<file path="config.mk">
export PLATFORM = sky130hd
export DESIGN_NAME = mem_access_stage
export DESIGN_NICKNAME = d
export VERILOG_FILES = /design/src/rtl/mem_access_stage.sv
export SDC_FILE = /design/constraint.sdc
export NUM_CORES = 1
export LEC_CHECK = 0
export CORE_MARGIN = 5
export CORE_UTILIZATION = 47
export CTS_CLUSTER_DIAMETER = 120
export DETAILED_ROUTE_END_ITERATION = 10
export GPL_TIMING_DRIVEN = 0
export PLACE_DENSITY = 0.83
export SYNTH_ARGS = -nofsm -noshare
export SYNTH_HDL_FRONTEND = slang
export SYNTH_SLANG_ARGS = --single-unit
</file>
<file path="constraint.sdc">
create_clock -name clk -period 5.25 [get_ports clk]
set_clock_uncertainty 0.15 [all_clocks]
set_input_delay 1.05 -clock clk [delete_from_list [all_inputs] [get_ports clk]]
set_output_delay 1.05 -clock clk [all_outputs]
set_load 0.005 [all_outputs]
</file>
<file path="src/rtl/mem_access_stage.sv">
// LEGv8 memory stage: forwards ALU results or runs a req/ack data-memory access,
// stalling upstream while the access is outstanding and emitting registered writeback fields.
module mem_access_stage #(
  parameter int WORD        = 64,
  parameter int ACK_TIMEOUT = 255
) (
  input  logic            clk,
  input  logic            rst_n,
  input  logic            ex_valid,
  input  logic [WORD-1:0] alu_result,
  input  logic [WORD-1:0] write_data,
  input  logic            mem_read,
  input  logic            mem_write,
  input  logic            reg_write,
  input  logic [4:0]      rd,
  output logic            mem_stall,
  output logic            dmem_req,
  output logic            dmem_we,
  output logic [WORD-1:0] dmem_addr,
  output logic [WORD-1:0] dmem_wdata,
  input  logic            dmem_ack,
  input  logic [WORD-1:0] dmem_rdata,
  output logic            wb_valid,
  output logic [WORD-1:0] wb_data,
  output logic [4:0]      wb_rd,
  output logic            wb_reg_write,
  output logic            fault
);

  typedef enum logic {IDLE, ACCESS} state_t;

  // The counter holds completed waiting cycles, so the last permitted ACCESS
  // cycle is the one where it reads ACK_TIMEOUT-1.
  localparam logic [15:0] TO_LAST = 16'(ACK_TIMEOUT - 1);

  state_t      state, state_nxt;
  logic [15:0] cnt;
  logic        cap_load;
  logic [4:0]  cap_rd;
  logic        cap_reg_write;

  logic mem_op, aligned, timeout_hit, rd_writable;
  logic issue, retire_alu, fault_misalign, retire_ack, retire_timeout;

  assign mem_op      = ex_valid & (mem_read | mem_write);
  assign aligned     = (alu_result[2:0] == 3'b000);
  assign timeout_hit = (cnt == TO_LAST);
  assign rd_writable = (rd != 5'd31);

  always_ff @(posedge clk or negedge rst_n) begin
    if (!rst_n) state <= IDLE;
    else        state <= state_nxt;
  end

  always_comb begin
    state_nxt      = state;
    mem_stall      = 1'b0;
    issue          = 1'b0;
    retire_alu     = 1'b0;
    fault_misalign = 1'b0;
    retire_ack     = 1'b0;
    retire_timeout = 1'b0;
    case (state)
      IDLE: begin
        if (mem_op) begin
          if (aligned) begin
            issue     = 1'b1;
            mem_stall = 1'b1;
            state_nxt = ACCESS;
          end else begin
            fault_misalign = 1'b1;
          end
        end else if (ex_valid) begin
          retire_alu = 1'b1;
        end
      end
      ACCESS: begin
        // Ack takes priority over an expiring timeout in the same cycle.
        if (dmem_ack) begin
          retire_ack = 1'b1;
          state_nxt  = IDLE;
        end else if (timeout_hit) begin
          retire_timeout = 1'b1;
          state_nxt      = IDLE;
        end else begin
          mem_stall = 1'b1;
        end
      end
      default: state_nxt = IDLE;
    endcase
  end

  // Memory request side and captured instruction context.
  always_ff @(posedge clk or negedge rst_n) begin
    if (!rst_n) begin
      dmem_req      <= 1'b0;
      dmem_we       <= 1'b0;
      dmem_addr     <= '0;
      dmem_wdata    <= '0;
      cap_load      <= 1'b0;
      cap_rd        <= '0;
      cap_reg_write <= 1'b0;
      cnt           <= '0;
    end else begin
      if (issue) begin
        dmem_req      <= 1'b1;
        dmem_we       <= mem_write;
        dmem_addr     <= alu_result;
        dmem_wdata    <= write_data;
        cap_load      <= ~mem_write;
        cap_rd        <= rd;
        cap_reg_write <= reg_write & rd_writable;
        cnt           <= '0;
      end else if (retire_ack || retire_timeout) begin
        dmem_req <= 1'b0;
      end else if (state == ACCESS) begin
        cnt <= cnt + 16'd1;
      end
    end
  end

  // Writeback side: wb_valid and fault pulse, the data fields hold between retirements.
  always_ff @(posedge clk or negedge rst_n) begin
    if (!rst_n) begin
      wb_valid     <= 1'b0;
      wb_data      <= '0;
      wb_rd        <= '0;
      wb_reg_write <= 1'b0;
      fault        <= 1'b0;
    end else begin
      wb_valid <= 1'b0;
      fault    <= 1'b0;
      if (retire_alu) begin
        wb_valid     <= 1'b1;
        wb_data      <= alu_result;
        wb_rd        <= rd;
        wb_reg_write <= reg_write & rd_writable;
      end else if (fault_misalign) begin
        wb_valid     <= 1'b1;
        fault        <= 1'b1;
        wb_data      <= alu_result;
        wb_rd        <= rd;
        wb_reg_write <= 1'b0;
      end else if (retire_ack) begin
        wb_valid     <= 1'b1;
        wb_data      <= cap_load ? dmem_rdata : dmem_addr;
        wb_rd        <= cap_rd;
        wb_reg_write <= cap_load & cap_reg_write;
      end else if (retire_timeout) begin
        wb_valid     <= 1'b1;
        fault        <= 1'b1;
        wb_data      <= dmem_addr;
        wb_rd        <= cap_rd;
        wb_reg_write <= 1'b0;
      end
    end
  end

endmodule

</file>
==> qor.txt <==
pin count of the biggest net entering global routing -> 116
initial antenna violation count -> 3
Fmax achieved -> 0.215 GHz
Synth Cell Area -> 0.0103 mm^2
fin area -> 0.0155 mm^2
Placed Instance Area -> 0.0147 mm^2
initial DRC count -> 644
final hold vios -> 0
Vias per Instance -> 5.32
Vias -> 10000
Rel. slew slack -> 41.1%
Die Area -> 0.0249 mm^2
Period minus WS final -> 4.64 ns
clk slew on worst S/H paths -> 0.05 ns
Syn Nets -> 1363
Leakage -> 6.90 nW
CP startpoint -> alu_result[0]
unrepaired setup endpoints after global routing -> false
root buf cell -> clkbuf_16
CP endpoint kind -> output pin
Reg2Reg Setup Slack -> 2.91 ns
global route total overflow -> 0
vias in the first global route -> 10500
Layout Cells excl Fill -> 1888
gr busiest metal -> met2
status -> finished, final reports clean
PD cells -> 342 mW/mm^2
Die H -> 158 um
CTS Sinks -> 226
Hold EP -> dmem_wdata[4]$_DFFE_PN0N_
HP Start -> dmem_wdata[4]$_DFFE_PN0N_
post-layout net count -> 1797
clk_lat worst skew -> 0.51 ns
Initial Util -> 47.4%
met2 Usage GRT -> 50.9%
DP Wirelength -> 27600 um
row count -> 54
Synth top cells by count -> nand2_1, dfrtp_1, mux2i_1
Max-cap violations -> 0
routed len/inst -> 19.9 um
Hold WC Path Type -> register to register
DRT Wirelength -> 37500 um
GR Layer Usage met3 -> 7.87%
Yosys warning total -> 0
fin crit share -> 88.4%
Max Slew Vio Count -> 0
Max clock buf depth -> 3
VDD IR max -> 255 uV
Critical Path Source Type -> primary input
die width -> 158 um
Hold WS -> 0.322 ns
CTS Hold Buffers Added -> 0
worst reg2reg path depth -> 8
#FFs+latches synth -> 226
Ports -> 407
Mapped Avg Cell Area -> 8.86 um^2
RR Startpoint -> cnt[0]$_DFFE_PN0P_
post-CTS sizing -> 0
H-tree Lvls -> 1
sequential element share of the synthesized area -> 55.2%
synth unique cells -> 41
post-synth top area cell -> dfrtp_1
Synth top area share -> 55.2%
Crit path required time -> 4.05 ns
critical path class -> primary input to output pin
crit path DAT -> 3.44 ns
hold path depth -> 2
R2R Path End -> wb_data[9]$_DFFE_PN0P_
DRC -> 0
Syn Inst Count -> 1157
layout cells sized above 1 -> 5.48%
Core Region -> 0.0216 mm^2
# Post-CTS Setup Buffers -> 0
TritonCTS clock tree -> built
gp weighted congestion -> 0.911
Area growth syn-to-layout -> 50.7%
final setup vio count -> 0
M1 GR Usage -> 35.8%
commonest register cell after synthesis -> dfrtp_1
First-pass DRT Iterations -> 5
number of buffers inserted by port buffering -> 406
ys async rst share -> 100%
most common cell in the synthesized netlist -> nand2_1
Final ANT Viol Nets -> 0
Slew @ Worst Pin -> 0.883 ns
most area-consuming cells after synthesis -> dfrtp_1, nand2_1, mux2i_1
first-pass GRT wire length -> 58100 um
Crit Path Max Fanout -> 10
GRT Total Usage -> 29.6%
number of flops mapped to enable cells by yosys -> 0
placed cells -> 1844
TritonCTS Buffers -> 25
layout make-up:
cell class	instances	area [um^2]
clock buffer	37	721
antenna	3	7.51
fill	1644	6170
timing repair buffer	407	4100
inverter	4	15.0
multi-input combinational	847	4090
buffer	80	497
clock inverter	4	23.8
tap	280	350
sequential	226	5660
cell families (layout without fill, tap and decap cells):
kind of cell,after synthesis,count (layout),share of synthesized area (%)
simple gates,609,609,23.5
flops,226,226,55.2
compound gates,164,164,9.19
buf+inv,84,532,4.99
mux,63,63,6.15
xor+xnor,9,9,0.769
fa+ha+maj,2,2,0.244
other cells,0,3,0
layer usage:
layer	up-vias	share of wire, %
met4	0	3.8
li1	4659	-
met5	-	0
met2	469	49
met3	83	9.5
met1	4832	38
worst max-delay path, stage by stage:
cell and delay [ns]:
clkdlybuf4s50_1 0.49, or3_1 0.39, buf_2 0.16, or2_1 0.24, buf_6 0.16, buf_6 0.16
buf_6 0.16, nand2_1 0.07, clkdlybuf4s50_1 0.54
state kept, by name, summed over array words and instances (netlist names):
| signal | count |
|---|---|
| state | 1 |
| dmem_addr | 64 |
| cap_reg_write | 1 |
| dmem_wdata | 64 |
| wb_reg_write | 1 |
| cap_load | 1 |
| wb_valid | 1 |
| wb_rd | 5 |
| dmem_we | 1 |
| cnt | 16 |
| fault | 1 |
| cap_rd | 5 |
| dmem_req | 1 |
| wb_data | 64 |
per-stage QoR:
stage | utilization [%] | setup slack, ns | total power (W) | TNS (ns)
floorplan | - | 1.80 | 0.00269 | 0
global placement | 67.8 | -6.82 | 0.00362 | -1536.55
detailed placement | 68.0 | 0.591 | 0.00367 | 0
CTS | 71.4 | 0.583 | 0.00531 | 0
global route | 71.5 | 0.522 | 0.00554 | 0
finish | 71.5 | 0.607 | 0.00528 | 0
cell usage in the layout (no fill, tap or decap), types with 2 or more instances in the layout:
cell / n
xor2_1: 4
o21ai_1: 62
nand3_1: 13
xnor2_1: 5
inv_1: 4
clkdlybuf4s50_1: 405
nor3_1: 5
ha_1: 2
clkbuf_16: 25
a22o_1: 3
o22ai_1: 61
nor2_1: 20
diode_2: 3
buf_4: 8
buf_2: 18
clkinv_2: 3
or3_1: 3
o21ai_2: 2
a31oi_1: 2
o21ai_0: 12
nand2_1: 543
mux2i_1: 63
clkbuf_1: 35
dfrtp_1: 226
and3_1: 4
nand4_1: 4
buf_6: 19
nand4b_1: 2
clkbuf_8: 5
buf_1: 6
and2_1: 5
a21oi_1: 17
and4_1: 3
power by group:
part | internal, W | switching [W]
sequential | 0.00204 | 0.000211
combinational | 0.000823 | 0.000567
clock | 0.000940 | 0.000695
total | 0.00381 | 0.00147
worst max path at each step:
stage,to,slack (ns)
after CTS,mem_stall,0.58
after global routing,mem_stall,0.52
final,mem_stall,0.61
after detailed placement,mem_stall,0.59
after floorplan,mem_stall,1.80
after global placement,dmem_wdata[5]$_DFFE_PN0N_,-6.82
Power figures use the tool's default switching activity.
